$ cat src/rtl/udp_tx_fifo_sched_if.sv
// Byte-stream bus between the packet scheduler, the read side of the
// async byte FIFO and the UDP TX engine. The scheduler is the master.
interface udp_tx_fifo_sched_if #(
  parameter int DEPTH_WIDTH = 11,
  parameter int LEN_WIDTH   = 11
);
  logic                   fifo_rd_en;
  logic [7:0]             fifo_rd_data;
  logic                   fifo_rd_empty;
  logic [DEPTH_WIDTH:0]   fifo_rd_water_level;
  logic                   tx_req;
  logic [LEN_WIDTH-1:0]   tx_len;
  logic                   tx_ack;
  logic [7:0]             tx_data;
  logic                   tx_valid;
  logic                   tx_last;
  logic                   tx_ready;

  modport master (
    output fifo_rd_en,
    input  fifo_rd_data, fifo_rd_empty, fifo_rd_water_level,
    output tx_req, tx_len,
    input  tx_ack,
    output tx_data, tx_valid, tx_last,
    input  tx_ready
  );

  modport slave (
    input  fifo_rd_en,
    output fifo_rd_data, fifo_rd_empty, fifo_rd_water_level,
    input  tx_req, tx_len,
    output tx_ack,
    input  tx_data, tx_valid, tx_last,
    output tx_ready
  );
endinterface

$ cat src/rtl/udp_tx_fifo_sched.sv
// Read-side packet scheduler for the UDP OSD byte FIFO. Decides when a
// payload is ready (full length, timeout or flush), requests a send and
// drains exactly tx_len bytes through a 2-entry skid buffer that hides
// the FIFO's one-cycle read latency.
module udp_tx_fifo_sched #(
  parameter int DEPTH_WIDTH    = 11,
  parameter int LEN_WIDTH      = 11,
  parameter int PKT_MAX        = 1024,
  parameter int TIMEOUT_CYCLES = 65535
) (
  input  logic                 rd_clk,
  input  logic                 rd_rst_n,
  input  logic [LEN_WIDTH-1:0] cfg_pkt_len,
  input  logic                 flush,
  udp_tx_fifo_sched_if.master  bus,
  output logic                 busy,
  output logic [15:0]          pkt_cnt
);
  localparam int LVL_W = DEPTH_WIDTH + 1;
  localparam int CMP_W = (LVL_W > LEN_WIDTH) ? LVL_W : LEN_WIDTH;
  localparam int TMR_W = $clog2(TIMEOUT_CYCLES + 1);

  localparam logic [1:0] ST_IDLE   = 2'd0;
  localparam logic [1:0] ST_REQ    = 2'd1;
  localparam logic [1:0] ST_STREAM = 2'd2;

  logic [1:0]           state;
  logic [LEN_WIDTH-1:0] eff_len;
  logic [LEN_WIDTH-1:0] len_q;
  logic [LEN_WIDTH-1:0] rd_left;
  logic [LEN_WIDTH-1:0] tx_left;
  logic [CMP_W-1:0]     level_ext;
  logic [CMP_W-1:0]     len_ext;
  logic [TMR_W-1:0]     timer;
  logic                 flush_pend;
  logic [7:0]           skid_head;
  logic [7:0]           skid_tail;
  logic [1:0]           skid_cnt;
  logic                 rd_pend;
  logic [2:0]           occ;
  logic [2:0]           space_used;
  logic                 pop;
  logic                 rd_issue;
  logic                 level_zero;
  logic                 full_ready;
  logic                 start_full;
  logic                 start_part;

  // Clamp the configured length: zero or oversize means a maximum-size packet.
  always_comb begin
    eff_len = cfg_pkt_len;
    if (cfg_pkt_len == '0 || 32'(cfg_pkt_len) > 32'(PKT_MAX))
      eff_len = LEN_WIDTH'(PKT_MAX);
  end

  // Send decision and stream-side handshake terms.
  always_comb begin
    level_ext  = CMP_W'(bus.fifo_rd_water_level);
    len_ext    = CMP_W'(eff_len);
    level_zero = (bus.fifo_rd_water_level == '0);
    full_ready = (level_ext >= len_ext);
    start_full = (state == ST_IDLE) && full_ready;
    start_part = (state == ST_IDLE) && !full_ready && !level_zero &&
                 ((timer == TMR_W'(TIMEOUT_CYCLES)) || flush_pend);
    occ        = {1'b0, skid_cnt} + {2'b00, rd_pend};
    pop        = bus.tx_valid && bus.tx_ready;
    space_used = occ - {2'b00, pop};
    rd_issue   = (state == ST_STREAM) && (rd_left != '0) &&
                 !bus.fifo_rd_empty && (space_used < 3'd2);
  end

  // Output view: an empty skid buffer passes the in-flight FIFO byte straight through.
  always_comb begin
    bus.fifo_rd_en = rd_issue;
    bus.tx_req     = (state == ST_REQ);
    bus.tx_len     = len_q;
    bus.tx_valid   = (state == ST_STREAM) && ((skid_cnt != 2'd0) || rd_pend);
    bus.tx_data    = 8'h00;
    if (skid_cnt != 2'd0)
      bus.tx_data = skid_head;
    else if (rd_pend)
      bus.tx_data = bus.fifo_rd_data;
    bus.tx_last    = bus.tx_valid && (tx_left == LEN_WIDTH'(1));
    busy           = (state != ST_IDLE);
  end

  // Main FSM: pick a length, wait for the engine's ack, then count bytes out.
  always_ff @(posedge rd_clk or negedge rd_rst_n) begin
    if (!rd_rst_n) begin
      state   <= ST_IDLE;
      len_q   <= '0;
      rd_left <= '0;
      tx_left <= '0;
      pkt_cnt <= '0;
    end else begin
      case (state)
        ST_IDLE: begin
          if (start_full) begin
            len_q <= eff_len;
            state <= ST_REQ;
          end else if (start_part) begin
            len_q <= LEN_WIDTH'(bus.fifo_rd_water_level);
            state <= ST_REQ;
          end
        end
        ST_REQ: begin
          if (bus.tx_ack) begin
            rd_left <= len_q;
            tx_left <= len_q;
            state   <= ST_STREAM;
          end
        end
        ST_STREAM: begin
          if (rd_issue)
            rd_left <= rd_left - 1'b1;
          if (pop)
            tx_left <= tx_left - 1'b1;
          if (pop && bus.tx_last) begin
            pkt_cnt <= pkt_cnt + 16'd1;
            state   <= ST_IDLE;
          end
        end
        default: state <= ST_IDLE;
      endcase
    end
  end

  // Residual-data timer and pending flush; an empty FIFO discards both.
  always_ff @(posedge rd_clk or negedge rd_rst_n) begin
    if (!rd_rst_n) begin
      timer      <= '0;
      flush_pend <= 1'b0;
    end else begin
      if (state != ST_IDLE || start_full || start_part || level_zero)
        timer <= '0;
      else if (!full_ready)
        timer <= timer + 1'b1;
      if (state == ST_IDLE && (level_zero || start_full || start_part))
        flush_pend <= 1'b0;
      else if (flush)
        flush_pend <= 1'b1;
    end
  end

  // Skid buffer: absorbs the byte returned one cycle after each read.
  always_ff @(posedge rd_clk or negedge rd_rst_n) begin
    if (!rd_rst_n) begin
      skid_head <= 8'h00;
      skid_tail <= 8'h00;
      skid_cnt  <= 2'd0;
      rd_pend   <= 1'b0;
    end else begin
      rd_pend  <= rd_issue;
      skid_cnt <= skid_cnt + {1'b0, rd_pend} - {1'b0, pop};
      if (pop && skid_cnt == 2'd2)
        skid_head <= skid_tail;
      if (rd_pend) begin
        if (skid_cnt == 2'd0 && !pop)
          skid_head <= bus.fifo_rd_data;
        else if (skid_cnt == 2'd1 && pop)
          skid_head <= bus.fifo_rd_data;
        else if (skid_cnt == 2'd1 && !pop)
          skid_tail <= bus.fifo_rd_data;
        else if (skid_cnt == 2'd2 && pop)
          skid_tail <= bus.fifo_rd_data;
      end
    end
  end
endmodule

$ cat src/flat_wrapper.sv
// flat-port wrapper written by rule: the top's interface ports become plain ports
module udp_tx_fifo_sched_flat 
#(
  parameter int DEPTH_WIDTH    = 11,
  parameter int LEN_WIDTH      = 11,
  parameter int PKT_MAX        = 1024,
  parameter int TIMEOUT_CYCLES = 65535
)
  (rd_clk, rd_rst_n, cfg_pkt_len, flush, busy, pkt_cnt, bus_fifo_rd_en, bus_fifo_rd_data, bus_fifo_rd_empty, bus_fifo_rd_water_level, bus_tx_req, bus_tx_len, bus_tx_ack, bus_tx_data, bus_tx_valid, bus_tx_last, bus_tx_ready);
  udp_tx_fifo_sched_if #(.DEPTH_WIDTH(DEPTH_WIDTH), .LEN_WIDTH(LEN_WIDTH)) bus_i ();
  input  logic rd_clk;
  input  logic rd_rst_n;
  input  logic [LEN_WIDTH-1:0] cfg_pkt_len;
  input  logic flush;
  output logic busy;
  output logic [15:0] pkt_cnt;
  output wire logic [$bits(bus_i.fifo_rd_en)-1:0] bus_fifo_rd_en;
  input wire logic [$bits(bus_i.fifo_rd_data)-1:0] bus_fifo_rd_data;
  input wire logic [$bits(bus_i.fifo_rd_empty)-1:0] bus_fifo_rd_empty;
  input wire logic [$bits(bus_i.fifo_rd_water_level)-1:0] bus_fifo_rd_water_level;
  output wire logic [$bits(bus_i.tx_req)-1:0] bus_tx_req;
  output wire logic [$bits(bus_i.tx_len)-1:0] bus_tx_len;
  input wire logic [$bits(bus_i.tx_ack)-1:0] bus_tx_ack;
  output wire logic [$bits(bus_i.tx_data)-1:0] bus_tx_data;
  output wire logic [$bits(bus_i.tx_valid)-1:0] bus_tx_valid;
  output wire logic [$bits(bus_i.tx_last)-1:0] bus_tx_last;
  input wire logic [$bits(bus_i.tx_ready)-1:0] bus_tx_ready;
  assign bus_fifo_rd_en = bus_i.fifo_rd_en;
  assign bus_i.fifo_rd_data = bus_fifo_rd_data;
  assign bus_i.fifo_rd_empty = bus_fifo_rd_empty;
  assign bus_i.fifo_rd_water_level = bus_fifo_rd_water_level;
  assign bus_tx_req = bus_i.tx_req;
  assign bus_tx_len = bus_i.tx_len;
  assign bus_i.tx_ack = bus_tx_ack;
  assign bus_tx_data = bus_i.tx_data;
  assign bus_tx_valid = bus_i.tx_valid;
  assign bus_tx_last = bus_i.tx_last;
  assign bus_i.tx_ready = bus_tx_ready;
  udp_tx_fifo_sched #(.DEPTH_WIDTH(DEPTH_WIDTH), .LEN_WIDTH(LEN_WIDTH), .PKT_MAX(PKT_MAX), .TIMEOUT_CYCLES(TIMEOUT_CYCLES)) u_core (.rd_clk(rd_clk), .rd_rst_n(rd_rst_n), .cfg_pkt_len(cfg_pkt_len), .flush(flush), .bus(bus_i), .busy(busy), .pkt_cnt(pkt_cnt));
endmodule
$ cat config.mk
export PLATFORM = sky130hd
export DESIGN_NAME = udp_tx_fifo_sched_flat
export DESIGN_NICKNAME = d
export VERILOG_FILES = /design/src/rtl/udp_tx_fifo_sched_if.sv /design/src/rtl/udp_tx_fifo_sched.sv /design/src/flat_wrapper.sv
export SDC_FILE = /design/constraint.sdc
export NUM_CORES = 1
export LEC_CHECK = 0
export BUFFER_PORTS_ARGS = -buffer_cell sky130_fd_sc_hd__clkbuf_2
export CAP_MARGIN = 5
export CORE_MARGIN = 2
export CORE_UTILIZATION = 52
export CTS_CLUSTER_DIAMETER = 150
export CTS_CLUSTER_SIZE = 8
export DETAILED_ROUTE_END_ITERATION = 8
export PLACE_DENSITY_LB_ADDON = 0.1
export SETUP_SLACK_MARGIN = 0.1
export SYNTH_ARGS = -nofsm -noshare
export SYNTH_HDL_FRONTEND = slang
export SYNTH_SLANG_ARGS = --single-unit
$ cat constraint.sdc
create_clock -name rd_clk -period 3.3 [get_ports rd_clk]
set_input_delay 0.33 -clock rd_clk [delete_from_list [all_inputs] [get_ports rd_clk]]
set_output_delay 0.33 -clock rd_clk [all_outputs]
set_load 0.03 [all_outputs]
==> results_dict.tcl <==
set metrics [dict create \
    run_status "complete, no violations" \
    timing.critical_path.to_type "output pin" \
    timing.fmax_mhz 304 \
    place_inst 739 \
    post_synthesis_area_per_instance_um2 9.36 \
    kind_of_critical_path "reg2out" \
    synthesis.yosys.warnings 0 \
    grt_start_max_net_pins 35 \
    postRouteWirelength_um 11900 \
    final_min_period_over_clock_period_pct 99.7 \
    worstPathBufferInverterCount 4 \
    p_switching_mw 1.93 \
    post_route_hold_slack_ns 0.206 \
    min_period_ns 3.29 \
    drtIter0Drc 278 \
    n_fill_cell 803 \
    fp.dieH_um 103 \
    drcViolationCount 0 \
    yosysSeqAreaShare_pct 43.1 \
    critPathArrivalTime_ns 2.96 \
    floorplan.io_pins 77 \
    iteration_count_of_the_initial_detailed_routing_pass 4 \
    number_of_antenna_violations_at_the_first_check_in_global_routing 0 \
    row_count 35 \
    tritoncts "built" \
    worst_ir_drop_vdd_mv 0.422 \
    tightest_slew_ns 0.945 \
    clk_sink_count 87 \
    start_util_pct 54.2 \
    slew-limit-headroom_pct 36.7 \
    vias_per_cell 5.65 \
    postSynthCellCount 540 \
    utilization_pct 63.9 \
    cts_max_path_buffers 2 \
    final_cell_count_no_fill 765 \
    place_hpwl_um 8770 \
    worstHoldPathType "in2reg" \
    cts_root_buffer "sky130_fd_sc_hd__clkbuf_8" \
    internal_power_mw 2.54 \
    routed_wire_length_per_instance_um 15.5 \
    finalMaxSlewViolations 0 \
    core-area_mm2 0.00933 \
    power.sequential.fraction_pct 37.6 \
    ys_types 55 \
    ant_nets 0 \
    count_of_h_tree_levels_built_during_cts 3 \
    slowest_delay_ns 0.53 \
    net_sw_share_pct 43.2 \
    power-per-cell-area_mw_per_mm2 751 \
    worstPathMaxFanout 2 \
    worst_ep_required_time_ns 2.97 \
    finalWeightedCongestion 0.859 \
    globalRouteTotalUtil_pct 23.3 \
    die_w_um 103 \
    vias 4324 \
    hold_violations 0 \
    worst_skew_pair.late_latency_ns 0.37 \
    die_area_mm2 0.0105 \
    cp_top_family "simple AND/OR/NAND/NOR gates" \
    clock_power_share_pct 17.9 \
    io_buffers 76 \
    clkTransAtPathRegs_ns 0.10 \
    antenna-diode-count 0 \
    timing.critical_path.from_type "register" \
    totalNegativeSetupSlack_ns 0 \
    syn-cell-area_mm2 0.00505 \
    setup_viol_count_final 0 \
    ys_ff_latch 87 \
    synth.net_count 596 \
    p_comb_share_pct 44.5 \
    cts_made_buffers 9 \
    global_route_wire_length_before_repair_um 19400 \
    finalClockSkew_ns 0.0150 \
    final_net_count 687 \
    syn2layout_area_growth_pct 17.9 \
    rsz_0062_raised_after_global_routing "true" \
    overflow_after_grt 0 \
    postSynth.topFlopCell "sky130_fd_sc_hd__dfrtp_1" \
    cap_viol_max_count 0 \
    grt_pass1_vias 4115 \
    path_cells "nor3_4 -> nor2_2 -> ha_1 -> inv_1 -> ha_1 -> inv_1 -> fa_1 -> inv_2 -> or4_4 -> nor2_4 -> buf_8" \
    asyncSetResetFlopFracSynth_pct 100 \
    total_leakage_power_nw 2.66 \
    critical_path.slowest_cell "sky130_fd_sc_hd__or4_4" \
    drive_gt1_share_pct 26.9 \
    synth-edff-count 0 \
]
[cell usage in the layout (no fill, tap or decap), types with 9 or more instances in the layout]
| cell | netlist | layout |
|---|---|---|
| sky130_fd_sc_hd__nand2_1 | 52 | 52 |
| sky130_fd_sc_hd__dfrtp_1 | 87 | 87 |
| sky130_fd_sc_hd__o211ai_1 | 11 | 11 |
| sky130_fd_sc_hd__ha_1 | 18 | 18 |
| sky130_fd_sc_hd__nor3_1 | 15 | 14 |
| sky130_fd_sc_hd__nand4_1 | 20 | 20 |
| sky130_fd_sc_hd__clkbuf_2 | 0 | 74 |
| sky130_fd_sc_hd__nor2_4 | 8 | 9 |
| sky130_fd_sc_hd__clkbuf_8 | 0 | 9 |
| sky130_fd_sc_hd__buf_4 | 0 | 24 |
| sky130_fd_sc_hd__nor2_1 | 52 | 49 |
| sky130_fd_sc_hd__mux2_2 | 25 | 25 |
| sky130_fd_sc_hd__xor2_1 | 16 | 16 |
| sky130_fd_sc_hd__xnor2_1 | 15 | 15 |
| sky130_fd_sc_hd__inv_1 | 28 | 27 |
| sky130_fd_sc_hd__o21ai_0 | 32 | 31 |
| sky130_fd_sc_hd__a31oi_1 | 9 | 9 |
| sky130_fd_sc_hd__nand3_1 | 16 | 16 |
| sky130_fd_sc_hd__a21oi_1 | 25 | 25 |
[timing repair]
| item | in CTS | in global routing |
|---|---|---|
| endpoints found under the setup margin | 2 | 9 |
| pin swaps | 4 | 5 |
| hold endpoints to repair | 25 | 0 |
| hold buffers | 1 | 0 |
| resized for setup | 5 | 11 |
| buffers inserted | 6 | 3 |
[synthesized netlist by cell type, types with 4 or more instances]
| master | n | area, um^2 |
|---|---|---|
| sky130_fd_sc_hd__buf_2 | 6 | 30.0 |
| sky130_fd_sc_hd__nand2b_1 | 4 | 25.0 |
| sky130_fd_sc_hd__nor2_1 | 52 | 195 |
| sky130_fd_sc_hd__xor2_1 | 16 | 140 |
| sky130_fd_sc_hd__dfrtp_1 | 87 | 2180 |
| sky130_fd_sc_hd__o22ai_1 | 6 | 37.5 |
| sky130_fd_sc_hd__a31oi_1 | 9 | 56.3 |
| sky130_fd_sc_hd__o21ai_0 | 32 | 160 |
| sky130_fd_sc_hd__inv_1 | 28 | 105 |
| sky130_fd_sc_hd__nand4_1 | 20 | 125 |
| sky130_fd_sc_hd__xnor2_1 | 15 | 131 |
| sky130_fd_sc_hd__a22oi_1 | 4 | 30.0 |
| sky130_fd_sc_hd__o2111ai_1 | 5 | 43.8 |
| sky130_fd_sc_hd__nor4_1 | 8 | 50.1 |
| sky130_fd_sc_hd__a21oi_1 | 25 | 125 |
| sky130_fd_sc_hd__nand3_1 | 16 | 80.1 |
| sky130_fd_sc_hd__nor2b_1 | 5 | 31.3 |
| sky130_fd_sc_hd__clkbuf_1 | 15 | 56.3 |
| sky130_fd_sc_hd__nor3_1 | 15 | 75.1 |
| sky130_fd_sc_hd__o211ai_1 | 11 | 82.6 |
| sky130_fd_sc_hd__ha_1 | 18 | 225 |
| sky130_fd_sc_hd__nor2_4 | 8 | 90.1 |
| sky130_fd_sc_hd__mux2_2 | 25 | 282 |
| sky130_fd_sc_hd__o22a_1 | 6 | 52.6 |
| sky130_fd_sc_hd__or4_1 | 4 | 30.0 |
| sky130_fd_sc_hd__nand2_1 | 52 | 195 |
[path summary, 6_finish.rpt]
| kind | endpoint | startpoint | slack (ns) | depth (start not counted) |
|---|---|---|---|---|
| max in group asynchronous | u_core.timer[9]$_DFFE_PN0P_ | rd_rst_n | 2.10 | 3 |
| min reg2reg | u_core.timer[0]$_DFFE_PN0P_ | u_core.timer[0]$_DFFE_PN0P_ | 0.46 | 1 |
| max reg2reg | u_core.rd_left[0]$_DFFE_PN0P_ | u_core.skid_cnt[1]$_DFF_PN0_ | 0.10 | 15 |
| max | bus_fifo_rd_en | u_core.skid_cnt[1]$_DFF_PN0_ | 0.009 | 11 |
| min | u_core.flush_pend$_DFFE_PN0P_ | flush | 0.21 | 2 |
| min in group asynchronous | u_core.rd_left[6]$_DFFE_PN0P_ | rd_rst_n | 0.42 | 2 |
[layout make-up]
cell class / count / area (um^2) / share of cell area [%]
multi-input cells: 401 / 2690 / 45.2
inverters: 29 / 109 / 1.83
well taps: 129 / 161 / 2.71
clock inverters: 7 / 86.3 / 1.45
repair buffers: 103 / 609 / 10.2
flip-flops and latches: 87 / 2180 / 36.5
clock buffers: 9 / 124 / 2.08
[cells by family after synthesis]
logic type      after synthesis  synth area share (%)
xor+xnor                     31                  5.37
mux                          25                  5.57
compound gates              112                  13.9
buf+inv                      52                  4.48
flops                        87                  43.1
fa+ha+maj                    19                  4.85
simple gates                214                  22.8
[per-layer routing]
metal	up-vias	global-route usage [%]	routed length [um]
met5	-	0	0
met4	0	7.69	217
met3	21	4.27	623
met2	124	37.6	5670
met1	2066	32.0	5360
li1	2113	-	-
[registers in the layout, summed over array words and instances (netlist names)]
signal and cells:
u_core.rd_left 11, u_core.flush_pend 1, u_core.skid_head 8, u_core.bus.tx_len 11, u_core.skid_cnt 2, u_core.timer 16, u_core.state 2, u_core.rd_pend 1
u_core.skid_tail 8, u_core.pkt_cnt 16, u_core.tx_left 11
[worst register-to-register path: cells and delay by family (launching register included)]
kind / cells / cell delay (ns)
AOI/OAI and AO/OA: 3 / 0.39
adders and majority gates: 3 / 0.90
buffers and inverters: 6 / 0.56
DFF: 1 / 0.43
and+or+nand+nor: 3 / 0.82
[power groups by stage]
| stage | registers, mW | logic (mW) | clock network, mW |
|---|---|---|---|
| 2_1_floorplan | 1.72 | 1.31 | 0 |
| 3_3_place_gp | 1.67 | 1.84 | 0 |
| 3_5_place_dp | 1.69 | 1.89 | 0 |
| 4_1_cts | 1.67 | 1.95 | 0.819 |
| 5_1_grt | 1.72 | 2.21 | 0.861 |
| 6_report | 1.68 | 1.99 | 0.801 |
[metrics by stage]
stage               power (mW)  instance area [um^2]  setup slack (ns)
CTS                       4.44                  5900            0.0184
floorplan                 3.03                  5060            0.0991
global route              4.79                  5960           -0.0831
finish                    4.48                  5960           0.00901
detailed placement        3.58                  5620            0.0264
global placement          3.51                  5620             0.206
(Power assumes the default switching activity.)
